## src/rtl/mem_if_pkg.sv

```systemverilog
// mem_if_pkg: shared widths, owner codes and FSM encoding for the memory arbiter
package mem_if_pkg;
    localparam int ADDR_W = 28;
    localparam int DATA_W = 128;
    localparam logic OWNER_I = 1'b0;
    localparam logic OWNER_D = 1'b1;
    localparam logic IDLE = 1'b0;
    localparam logic BUSY = 1'b1;
endpackage

```

## src/rtl/rr_arbiter2.sv

```systemverilog
// rr_arbiter2: two-requester grant, round-robin on ties or fixed D-priority
module rr_arbiter2
    import mem_if_pkg::*;
#(
    parameter int PRIO_MODE = 0
) (
    input  logic req_i,
    input  logic req_d,
    input  logic last_owner,
    output logic grant_d
);
    assign grant_d = req_d & (~req_i | (PRIO_MODE != 0) | (last_owner == OWNER_I));
endmodule

```

## src/rtl/mem_arbiter.sv

```systemverilog
// mem_arbiter: shares one registered memory port between I-cache and D-cache
module mem_arbiter #(
    parameter int ADDR_W = mem_if_pkg::ADDR_W,
    parameter int DATA_W = mem_if_pkg::DATA_W,
    parameter int PRIO_MODE = 0,
    parameter int CNT_W = 16
) (
    input  logic              clk,
    input  logic              proc_reset_n,
    input  logic              ic_mem_read,
    input  logic              ic_mem_write,
    input  logic [ADDR_W-1:0] ic_mem_addr,
    input  logic [DATA_W-1:0] ic_mem_wdata,
    output logic [DATA_W-1:0] ic_mem_rdata,
    output logic              ic_mem_ready,
    input  logic              dc_mem_read,
    input  logic              dc_mem_write,
    input  logic [ADDR_W-1:0] dc_mem_addr,
    input  logic [DATA_W-1:0] dc_mem_wdata,
    output logic [DATA_W-1:0] dc_mem_rdata,
    output logic              dc_mem_ready,
    output logic              mem_read,
    output logic              mem_write,
    output logic [ADDR_W-1:0] mem_addr,
    output logic [DATA_W-1:0] mem_wdata,
    input  logic [DATA_W-1:0] mem_rdata,
    input  logic              mem_ready,
    output logic              owner,
    output logic              busy,
    output logic [CNT_W-1:0]  ic_grant_cnt,
    output logic [CNT_W-1:0]  dc_grant_cnt
);
    import mem_if_pkg::*;

    logic state;
    logic req_i;
    logic req_d;
    logic gnt_d;

    assign req_i = ic_mem_read | ic_mem_write;
    assign req_d = dc_mem_read | dc_mem_write;
    assign busy = state == BUSY;

    rr_arbiter2 #(.PRIO_MODE(PRIO_MODE)) u_arb (
        .req_i(req_i),
        .req_d(req_d),
        .last_owner(owner),
        .grant_d(gnt_d)
    );

    // ready and data reach only the owner; the other cache sees zeros
    assign ic_mem_ready = mem_ready & busy & (owner == OWNER_I);
    assign dc_mem_ready = mem_ready & busy & (owner == OWNER_D);
    assign ic_mem_rdata = owner == OWNER_I ? mem_rdata : '0;
    assign dc_mem_rdata = owner == OWNER_D ? mem_rdata : '0;

    always_ff @(posedge clk or negedge proc_reset_n) begin
        if (!proc_reset_n) begin
            state <= IDLE;
            owner <= OWNER_I;
            mem_read <= 1'b0;
            mem_write <= 1'b0;
            mem_addr <= '0;
            mem_wdata <= '0;
            ic_grant_cnt <= '0;
            dc_grant_cnt <= '0;
        end else if (state == IDLE) begin
            if (req_i | req_d) begin
                state <= BUSY;
                owner <= gnt_d;
                mem_addr <= gnt_d ? dc_mem_addr : ic_mem_addr;
                mem_wdata <= gnt_d ? dc_mem_wdata : ic_mem_wdata;
                mem_write <= gnt_d ? dc_mem_write : ic_mem_write;
                mem_read <= gnt_d ? dc_mem_read & ~dc_mem_write : ic_mem_read & ~ic_mem_write;
            end
        end else if (mem_ready) begin
            state <= IDLE;
            mem_read <= 1'b0;
            mem_write <= 1'b0;
            if (owner == OWNER_D) dc_grant_cnt <= dc_grant_cnt + 1'b1;
            else ic_grant_cnt <= ic_grant_cnt + 1'b1;
        end
    end
endmodule

```

## config.mk

```make
export PLATFORM = sky130hd
export DESIGN_NAME = mem_arbiter
export DESIGN_NICKNAME = d
export VERILOG_FILES = /design/src/rtl/mem_if_pkg.sv /design/src/rtl/rr_arbiter2.sv /design/src/rtl/mem_arbiter.sv
export SDC_FILE = /design/constraint.sdc
export NUM_CORES = 1
export LEC_CHECK = 0
export BUFFER_PORTS_ARGS = -buffer_cell sky130_fd_sc_hd__buf_2
export CAP_MARGIN = 20
export CORE_AREA = 2 2 354 356
export DETAILED_ROUTE_END_ITERATION = 7
export DIE_AREA = 0 0 356 358
export SYNTH_ARGS = -nofsm -noshare
export SYNTH_HDL_FRONTEND = slang
export SYNTH_SLANG_ARGS = --single-unit
```

## constraint.sdc

```tcl
create_clock -name clk -period 2.1 [get_ports clk]
set_input_delay 0 -clock clk [delete_from_list [all_inputs] [get_ports clk]]
set_output_delay 0 -clock clk [all_outputs]
set_load 0.005 [all_outputs]
```

==> results, run 1 <==
- The number of nets in the synthesized netlist is 1731.
- The number of cells in the design after placement is 3758.
- The total length of routed met3 wires is 13300 um.
- Timing analysis after detailed placement gives a worst setup slack of 0.265 ns.
- The post-layout minimum cycle time is 2.08 ns.
- The detailed router put a total of 32900 um of wire on met1.
- The floorplan has 129 rows.
- The final total power is 15.4 mW.
- The setup fix buffers added after clock tree synthesis is 0.
- The smallest setup slack after layout is 0.0224 ns.
- The type of the worst min-delay path is in -> async.
- The cell that appears most often on the critical path is buf_16.
- The layout overhead on the synthesized area is 102%.
- The critical path's top delay family is buffers and inverters.
- By area the synthesized netlist is led by dfrtp_1, a21oi_1, and2_1, nor2b_1, nand2_1.
- The sequential share of the synthesized area is 46.6%.
- The critical path goes through buf_16 -> buf_16 -> nor2b_1 -> buf_2.
- For the pin with the worst max-slew slack, the measured transition is 0.667 ns.
- Of all cell types, the one taking the most synthesized area is dfrtp_1.
- The post-layout instance area is 0.0209 sq mm.
- Across the run, the number of max-cap violations was 0.
- Dividing the detail-routed wire length by the instance count gives 22.8 um.
- The number of hold violations in the final report was 0.
- The wire length on met2 is 44700 um.
- The worst setup path is launched from a register.
- The global-route usage over all layers is 14.0%.
- Port buffering added 896 buffers.
- The library cell used most frequently in the layout, excluding fill and tap cells, is buf_2.
- The area of the die is 0.127 sq mm.
- The max-slew violation count came to 0.
- In the layout the commonest cells are buf_2, dlygate4sd3_1, a21oi_1.
- Counting both buffers and inverters, the worst setup path holds a total of 3.
- Cells with a size suffix above 1 make up 40.0% of the layout.
- The count of nets left with antenna violations once routing finished came out at 0.
- Hold timing on the final database bottoms out at a slack of 0.109 ns.
- After clock tree synthesis, the clock-pin slew on the worst setup and hold paths is 0.09 ns.
- The first-pass GRT wire length is 119000 um.
- The final layout contains 2910 nets.
- The average size of a mapped cell is 8.04 sq um.
- The later-pin clock latency in the skew report is 0.52 ns.
- The top routing layer in use is met5.
- The fmax is 481 MHz.
- For this run, the leading register cell type out of synthesis is dfrtp_1.
- Of the post-synthesis cell area, the dominant cell type holds 46.6%.
- Along the worst path, the maximum fanout reaches 85.
- The initial antenna violation count is 87.
- The wire-length estimate of the detail-placed layout is 77500 um.
- The critical path is of the reg -> out type.
- The die is 356 um wide.
- Buffers inserted during clock tree synthesis total 17.
- The flow ran to the end, and the final reports show no timing, DRC or antenna violations.
- The boundary pin count is 897.
- The synthesized design contains 192 register bits.
- The aggregate routed wire length is 93900 um.
- The clock drives 192 sinks.
- The total vias in the final route is 14600.
- In this run the tightest slew margin relative to its limit is 55.5%.
- Using the TritonRoute via totals, the vias-per-cell ratio works out to 3.53.
- The endpoint kind of the worst setup timing path is an output pin.
- The netlist uses 34 different library cells.
- The buffer type at the clock tree root is clkbuf_16.
- CTS built an H-tree with a depth of 4.
- The utilization after layout is 16.9%.
- STA puts the critical path data arrival time at 2.08 ns.
- For this block, the initial DRC count from the detailed router was 1233.
- The number of failing setup endpoints in the final timing report is 0.
- The DRC violation count after routing is 0.
- The mapped netlist covers 0.0103 sq mm.
- The first detailed-routing pass took 5 iterations.
- The worst-case IR drop observed on VDD is 0.699 mV.
- The power density of the placed cells is 736 mW/mm^2.
- Data on the critical path is required at its endpoint by 2.10 ns.
- Yosys mapped a number of flops with a built-in enable equal to 0.
- The slowest stage of the critical path belongs to the cell dfrtp_4.
- Measured along the y axis, the die boundary spans 358 um.
- The starting utilization of the core area is 8.36%.
- The analysis attributes to cell leakage a power of 9.94 nW.
- The filler cell count in the final layout is 13800.
- In this run the standard cell core region covers 0.123 sq mm.
- After layout, the worst path uses 98.9% of the clock period.
- At the end of routability-driven placement, the weighted congestion stood at 0.860.
- In the synthesized netlist, the number of instances is 1282.
- The count of yosys warnings during synthesis is 0.
- Setup repair after global routing could not meet its margin everywhere.
- The post-route clock skew is 0.0129 ns.
- The accumulated negative setup slack is 0 ns.
- The maximum number of pins on one net before global-route repair is 86.
- The proportion of synthesized flip-flops having asynchronous set or reset is 100%.
- After global routing the overflow that remains totals 0.
- The delay of the slowest cell on the worst path is 0.58 ns.
- The post-detailed-placement cell area is 0.0170 sq mm.
- TritonCTS built the clock tree.
- After the flow finishes, the layout carries non-filler instances totaling 4127.
- The via count of the first global-routing pass is 13800.
- The clock passes through at most 2 buffers.
==> per-layer routing <==
metal | GRT usage [%] | vias up
li1 | - | 6547
met1 | 14.6 | 6679
met2 | 23.8 | 1060
met3 | 8.34 | 234
met4 | 3.65 | 36
met5 | 0 | -
==> flip-flops by register name (all words and copies together) (netlist names) <==
register and cells:
mem_wdata 128, ic_grant_cnt 16, mem_addr 28, busy 1, mem_read 1, mem_write 1, owner 1, dc_grant_cnt 16
==> cells by family (layout without fill, tap and decap cells) <==
family / count (synthesis) / in the layout / synth area share [%]
DFF: 192 / 192 / 46.6
buffers and inverters: 105 / 1297 / 4.38
other: 0 / 16 / 0
xor gates and xnor gates: 30 / 30 / 2.62
adders and majority gates: 2 / 2 / 0.243
muxes: 2 / 2 / 0.218
and+or+nand+nor: 630 / 630 / 30.2
AOI/OAI and AO/OA: 321 / 321 / 15.7
==> cell usage after synthesis (2+ instances only) <==
cell type  count
buf_1          6
xor2_1         9
ha_1           2
and4_1         3
mux2_2         2
nand2_1      173
inv_1          4
nor2_1       166
nor3_1         3
dfrtp_1      192
a21oi_1      315
buf_2         37
and3_1         4
xnor2_1       20
clkbuf_1      56
nor2b_1      129
nand4_1        6
and2_1       129
nand3_1        9
o21ai_0        3
==> worst reg2reg max path: cells and delay by family, from the launching register on <==
family | cells | cell delay (ns)
buffers and inverters | 3 | 0.74
flip-flops | 1 | 0.55
AND/OR/NAND/NOR | 2 | 0.18
AO/OA/AOI/OAI | 2 | 0.34
==> power breakdown <==
part           total (mW)  internal, mW  leakage (nW)  switching (mW)
logic                6.63          2.84          7.44            3.79
registers            5.18          4.48          2.21           0.691
clock network        3.56          1.71         0.293            1.86
total                15.4          9.03          9.94            6.34
==> repair_timing <==
item	in CTS	in global routing
hold endpoints to repair	355	0
pin swaps	0	1
resized for setup	4	0
hold buffers	320	0
cloned	1	0
setup endpoints to repair	117	71
==> layout make-up <==
class	count	area, sq um	area share [%]
Inverter	4	15.0	0.0719
Timing Repair Buffer	1261	8280	39.6
Tap cell	1637	2050	9.81
Clock buffer	19	433	2.07
Multi-Input combinational cell	985	5090	24.4
Antenna cell	16	40.0	0.192
Sequential cell	192	4810	23.0
Clock inverter	13	171	0.821
==> final timing paths <==
check,startpoint,endpoint,slack (ns),cells after the start
max,owner,ic_mem_rdata[59],0.02,4
min reg2reg,ic_grant_cnt[15],ic_grant_cnt[15],0.48,1
min,proc_reset_n,mem_wdata[35],0.11,2
max in group asynchronous,proc_reset_n,mem_addr[4],1.26,3
min in group clk,dc_mem_write,mem_addr[8],0.18,5
max reg2reg,owner,mem_wdata[21],0.20,7
(Power assumes the default switching activity.)
==> run 2: changes to the inputs <==
CORE_AREA = 5 5 347 349   (was 2 2 354 356)
DIE_AREA = 0 0 352 354   (was 0 0 356 358)
GPL_TIMING_DRIVEN = 0   (was unset)
==> results, run 2 (synthesis gave the netlist of run 1 again) <==
- The flow ran to the end, and the final reports show no timing, DRC or antenna violations.
- The starting utilization of the core area came to 8.80% (+0.44 points).
- The count of nets after finishing was 2970 (+2.1%).
- The clock sink count is 192 (unchanged).
- The worst-case register-to-register setup slack is 0.12 ns (-0.08 ns).
- Leaving out fill and tap cells, the most frequent cell in the layout is buf_2.
- The horizontal die dimension came to 352 um (-1.1%).
- The required time at the worst-slack endpoint is 2.10 ns (about the same).
- The filler cell count in the final layout is 13200 (-4.4%).
- The number of hold violations in the final report is 0 (unchanged).
- The wire length on met2 is 50600 um (+13%).
- The accumulated negative setup slack was 0 ns (unchanged).
- The relative slew slack is 42.5% (-13 points).
- Relative to the synthesized area, the layout overhead comes to 103%.
- Setup repair after global routing could not meet its margin everywhere.
- The fmax was 499 MHz (+3.7%).
- The utilization after layout came to 17.9% (+0.97 points).
- The total length of routed met3 wires is 13300 um (+0.27%).
- The number of failing setup endpoints in the final timing report is 0 (unchanged).
- The number of DRC markers in iteration 0 is 1351 (+9.6%).
- The worst slack on hold paths came to 0.0295 ns (-0.0794 ns).
- The global-route usage over all layers was 17.6% (+3.6 points).
- The aggregate routed wire length came to 113000 um (+21%).
- The highest net fanout along the worst path is 10 (-88%).
- The post-detailed-placement cell area is 0.0168 sq mm (-1.1%).
- The number of flip-flops under the largest register name is 128 (unchanged).
- The worst-case clock buffer depth is 2 (unchanged).
- The boundary pin count is 897 (unchanged).
- The tree is rooted in a clkbuf_16.
- The number of levels the H-tree was split into is 4 (unchanged).
- The number of buffers inserted by port buffering was 896 (unchanged).
- The post-detailed-placement half-perimeter wirelength is 98000 um (+26%).
- The number of routed nets with antenna violations is 0 (unchanged).
- The via density per instance is 3.67 (+4.1%).
- The final cell count without fillers was 4106 (-0.51%).
- The initial antenna violation count was 98 (+13%).
- The first-pass GRT wire length is 146000 um (+23%).
- The worst endpoint data arrival time was 2.00 ns (-0.08 ns).
- The clock transition at the register clock pins on the worst setup and hold paths after CTS is 0.10 ns (about the same).
- The die height came to 354 um (-1.1%).
- The max-slew violation count is 0 (unchanged).
- In this run the worst setup path begins at owner.
- The endpoint kind of the worst setup timing path is an output pin.
- The number of core rows is 126 (-2.3%).
- The later-pin clock latency in the skew report came to 0.56 ns (+0.04 ns).
- The critical path is of the reg -> out type.
- In the final layout, the registers with the most flip-flops are mem_wdata: 128 flops, mem_addr: 28 flops.
- The cell count of the worst reg-to-reg path is 6 (-1).
- The leftover overflow at the end of global routing is 0 (unchanged).
- The smallest setup slack after layout is 0.0966 ns (+0.0743 ns).
- The final weighted congestion of routability-driven global placement was 0.996 (+16%).
- The detailed-route wire length on metal 1 is 46400 um (+41%).
- The core region area is 0.117 sq mm (-5.0%).
- The final total power is 16.1 mW (+5.0%).
- The terminus of the critical flop-to-flop path is mem_wdata[123].
- Ranked by flip-flop count, first place goes to mem_wdata.
- The combined flip-flop and latch cell area came to 0.00481 sq mm (about the same).
- The total vias in the final route is 15100 (+3.6%).
- The post-layout minimum cycle time is 2.00 ns (-0.0743 ns).
- The transition at the pin with the smallest max-transition slack is 0.862 ns (+0.195 ns).
- The number of buffers inserted during clock tree synthesis is 17 (unchanged).
- Leaving out fill and tap cells, the most frequent cells in the layout are buf_2, dlygate4sd3_1, a21oi_1.
- The DRC violation count after routing is 0 (unchanged).
- STA classifies the critical path startpoint as a register.
- The type of the worst min-delay path is in -> async.
- The top routing layer in use is met5.
- The via count of the first global-routing pass came to 15100 (+9.5%).
- The startpoint of the lowest-slack register-to-register path is busy.
- The number of cells in the design after placement was 3717 (-1.1%).
- The setup slack at placement is -0.901 ns (-1.17 ns).
- The leakage component of the power was 10.1 nW (+1.7%).
- The largest voltage drop on the vdd net came to 0.739 mV (+5.7%).
- The area of the die is 0.125 sq mm (-2.2%).
- The maximum number of pins on one net before global-route repair is 94 (+9.3%).
- The post-layout instance area is 0.0210 sq mm (+0.46%).
- The fraction of final layout cells with drive strength greater than 1 is 41.5% (+1.5 points).
- The multi-input logic area came to 0.00511 sq mm (+0.47%).
- The post-route clock skew came to 0.0317 ns (+0.0188 ns).
- The TritonCTS clock tree is done.
- The average wire per standard cell was 27.6 um (+21%).
- The count of TritonRoute iterations in the first routing pass is 7 (+2).
- The part of the cycle the worst path needs was 95.4% (-3.5 points).
- The total of max-cap violations is 0 (unchanged).
- The power density of the placed cells came to 770 mW/mm^2 (+4.6%).
==> run 2: changes by cell type in the layout (fill, tap and decap cells not counted), sizes merged, moves of 2 or more <==
cell | before | now
diode | 16 | 36
clkinv | 7 | 5
clkbuf | 19 | 72
inv | 9 | 13
buf | 940 | 945
==> run 2: repair_timing <==
action / 4_1_cts / 5_1_grt
setup endpoints to repair: 418 / 137
hold endpoints to repair: 278 / 0
gates resized for setup: 86 / 39
cloned: 0 / 0
buffers inserted: 1 / 0
hold buffers: 321 / 0
==> run 2: layer usage <==
| metal | track usage, % | up-vias |
|---|---|---|
| li1 | - | 6704 |
| met1 | 22.2 | 7157 |
| met2 | 27.9 | 965 |
| met3 | 7.67 | 196 |
| met4 | 3.99 | 56 |
| met5 | 0 | - |
==> run 2: final cells by class <==
cell class,count,share of cell area [%]
flip-flops and latches,192,22.9
inverters,4,0.0716
plain buffers,100,2.96
diodes,36,0.429
clock inverters,15,0.960
well taps,1536,9.16
clock buffers,17,2.03
repair buffers,1221,37.1
multi-input cells,985,24.4
==> run 2: worst max-delay path, cell delays in order, from the launching register on <==
cell and delay [ns]:
dfrtp_2 0.42, buf_6 0.17, clkbuf_4 0.21, clkbuf_4 0.23, nor2b_1 0.24, buf_2 0.19
==> run 2: worst max path at each step <==
| stage | to | slack (ns) |
|---|---|---|
| 4_1_cts | mem_wdata[8] | -0.03 |
| 3_5_place_dp | mem_wdata[8] | -0.90 |
| 6_report | ic_mem_rdata[104] | 0.1 |
| 3_3_place_gp | owner | -2.75 |
| 2_1_floorplan | ic_grant_cnt[14] | 0.35 |
| 5_1_grt | mem_wdata[123] | -0.03 |
==> run 2: report_power, final <==
part	internal, mW	switching, mW
Combinational	2.86	4.31
Clock	1.65	2.05
Sequential	4.48	0.791
==> run 3: changes to the inputs <==
CORE_AREA = 4 4 350 352   (was 5 5 347 349)
DIE_AREA = 0 0 354 356   (was 0 0 352 354)
HOLD_SLACK_MARGIN = 0.05   (was unset)
==> results, run 3 (synthesis gave the netlist of run 1 again) <==
- The number of buffers inserted during clock tree synthesis is 17 (unchanged).
- The final weighted congestion of routability-driven global placement was 0.973 (-2.3%).
- The number of levels the H-tree was split into came to 4 (unchanged).
- The boundary pin count was 897 (unchanged).
- The average wire per standard cell is 24.9 um (-9.7%).
- The switching part of the total power came to 41.9% (-2.4 points).
- The largest voltage drop on the vdd net is 0.671 mV (-9.2%).
- The register containing the most flip-flops in the final layout is mem_wdata.
- The via density per instance is 3.55 (-3.2%).
- The fmax is 485 MHz (-2.9%).
- The number of hold violations in the final report came to 0 (unchanged).
- The sequential fraction of design power came to 32.7% (about the same).
- The total of max-cap violations is 0 (unchanged).
- The number of core rows came to 127 (+0.79%).
- The final cell count without fillers is 4169 (+1.5%).
- The horizontal die dimension is 354 um (+0.57%).
- The number of failing setup endpoints in the final timing report was 0 (unchanged).
- The max-slew violation count is 0 (unchanged).
- The via count of the first global-routing pass was 14900 (-1.1%).
- The library cell used most frequently in the layout, excluding fill and tap cells, is buf_2.
- The part of the cycle the worst path needs is 98.2% (+2.8 points).
- The total vias in the final route came to 14800 (-1.7%).
- In the layout the commonest cells are buf_2, dlygate4sd3_1, a21oi_1.
- The internal power was 9.35 mW (+3.9%).
- The global-route usage over all layers was 15.7% (-1.9 points).
- The buffer type at the clock tree root is clkbuf_16.
- The post-route clock skew was 0.0224 ns (-0.00927 ns).
- The net switching power figure is 6.75 mW (-5.6%).
- The area of the die is 0.126 sq mm (+1.1%).
- The type of element launching the critical path is a register.
- The core region area is 0.119 sq mm (+1.9%).
- The utilization after layout is 17.6% (-0.27 points).
- The count of TritonRoute iterations in the first routing pass came to 5 (-2).
- The worst slack on hold paths came to 0.113 ns (+0.0833 ns).
- The post-layout instance area was 0.0211 sq mm (+0.37%).
- The filler cell count in the final layout came to 13500 (+2.4%).
- The largest registers in the layout are mem_wdata: 128 flops, mem_addr: 28 flops.
- The worst-case clock buffer depth is 2 (unchanged).
- The layout overhead on the synthesized area is 104%.
- The initial antenna violation count is 91 (-7.1%).
- The post-layout minimum cycle time came to 2.06 ns (+0.0594 ns).
- The transition at the pin with the smallest max-transition slack was 0.866 ns (+0.00343 ns).
- The TritonCTS clock tree is done.
- The later-pin clock latency in the skew report is 0.53 ns (-0.03 ns).
- The number of buffers inserted by port buffering is 896 (unchanged).
- The leakage component of the power is 10.1 nW (about the same).
- The required time at the worst-slack endpoint is 2.48 ns (+0.38 ns).
- The power density of the placed cells is 765 mW/mm^2 (-0.66%).
- The worst endpoint data arrival time came to 2.45 ns (+0.45 ns).
- The number of routed nets with antenna violations was 0 (unchanged).
- The number of DRC markers in iteration 0 is 1122 (-17%).
- The DRC violation count after routing came to 0 (unchanged).
- The worst setup path is captured at a register.
- The clock transition at the register clock pins on the worst setup and hold paths after CTS is 0.11 ns (about the same).
- The post-detailed-placement half-perimeter wirelength is 89500 um (-8.7%).
- The post-detailed-placement cell area came to 0.0169 sq mm (+0.42%).
- The fraction of final layout cells with drive strength greater than 1 is 41.0% (-0.49 points).
- The combinational cell fraction of total power is 43.2% (-1.2 points).
- The leftover overflow at the end of global routing was 0 (unchanged).
- The worst hold path belongs to the class in -> async.
- Setup repair after global routing left no endpoint under its margin.
- The run finished with clean final reports.
- The highest net fanout along the worst path was 10 (unchanged).
- The setup path with the least slack is of type reg -> reg.
- The clock network fraction of total power came to 24.0% (+1.1 points).
- The count of nets after finishing is 2971 (+0.034%).
- The aggregate routed wire length is 104000 um (-8.3%).
- The starting utilization of the core area is 8.64% (-0.16 points).
- The maximum number of pins on one net before global-route repair was 100 (+6.4%).
- The number of cells in the design after placement is 3792 (+2.0%).
- The relative slew slack came to 42.3% (-0.23 points).
- The clock sink count came to 192 (unchanged).
- The first-pass GRT wire length came to 133000 um (-8.6%).
- The die height is 356 um (+0.56%).
- The number of flip-flops under the largest register name is 128 (unchanged).
-- run 3: changes by cell type in the layout (fill, tap and decap cells not counted), sizes merged --
cell	change
buf	-1
clkinvlp	-1
dlygate4sd3	-1
inv	-2
clkbuf	+4
bufinv	+3
diode	-14
clkinv	-1
-- run 3: final timing paths --
check / slack (ns) / from / to / cells past startpoint
min in group clk: 0.25 / ic_mem_wdata[16] / mem_wdata[16] / 4
max reg2reg: 0.04 / busy / mem_wdata[17] / 7
min reg2reg: 0.47 / ic_grant_cnt[15] / ic_grant_cnt[15] / 1
max in group asynchronous: 0.88 / proc_reset_n / owner / 3
max: 0.04 / busy / mem_wdata[17] / 7
min: 0.11 / proc_reset_n / mem_wdata[13] / 2
-- run 3: layout make-up --
| type | instances | area (sq um) | share of cell area (%) |
|---|---|---|---|
| flip-flops and latches | 192 | 4810 | 22.8 |
| diodes | 22 | 55.1 | 0.261 |
| repair buffers | 1221 | 7780 | 37.0 |
| clock buffers | 18 | 429 | 2.04 |
| multi-input cells | 985 | 5080 | 24.1 |
| well taps | 1612 | 2020 | 9.58 |
| inverters | 4 | 15.0 | 0.0713 |
| plain buffers | 101 | 634 | 3.01 |
| clock inverters | 14 | 234 | 1.11 |
-- run 3: worst max-delay path, stage by stage (launching register included) --
cell	delay, ns
dfrtp_1	0.40
buf_6	0.16
a21o_2	0.18
buf_2	0.19
buf_4	0.24
clkbuf_2	0.26
a21oi_1	0.37
a21oi_1	0.12
-- run 3: metrics by stage --
stage / setup TNS (ns) / setup slack, ns / power (mW)
2_1_floorplan: 0 / 0.349 / 7.36
3_3_place_gp: -611.41 / -2.72 / 11.6
3_5_place_dp: -107.05 / -0.740 / 11.7
4_1_cts: 0 / 0.00827 / 16.4
5_1_grt: 0 / 0.00239 / 17.1
6_report: 0 / 0.0372 / 16.1
-- run 3: repair_timing --
| item | CTS | global route |
|---|---|---|
| setup buffers | 1 | 1 |
| pin swaps | 0 | 0 |
| cloned | 0 | 1 |
| hold buffers | 320 | 0 |
| hold endpoints to repair | 263 | 0 |
| gates resized for setup | 81 | 30 |
| endpoints found under the setup margin | 416 | 80 |
-- run 3: power groups by stage --
stage	Combinational (mW)	Sequential (mW)	Clock [mW]
6_report	6.96	5.27	3.87
2_1_floorplan	2.27	5.08	0
3_3_place_gp	6.31	5.32	0
4_1_cts	7.01	5.26	4.09
3_5_place_dp	6.33	5.33	0
5_1_grt	7.55	5.38	4.16
-- run 3: metal layers --
layer / wire [um] / up-vias / track usage [%]
met5: 374 / - / 0
met4: 2660 / 60 / 4.06
met3: 10100 / 204 / 6.20
met2: 47800 / 886 / 25.9
met1: 42800 / 6983 / 19.2
li1: - / 6687 / -
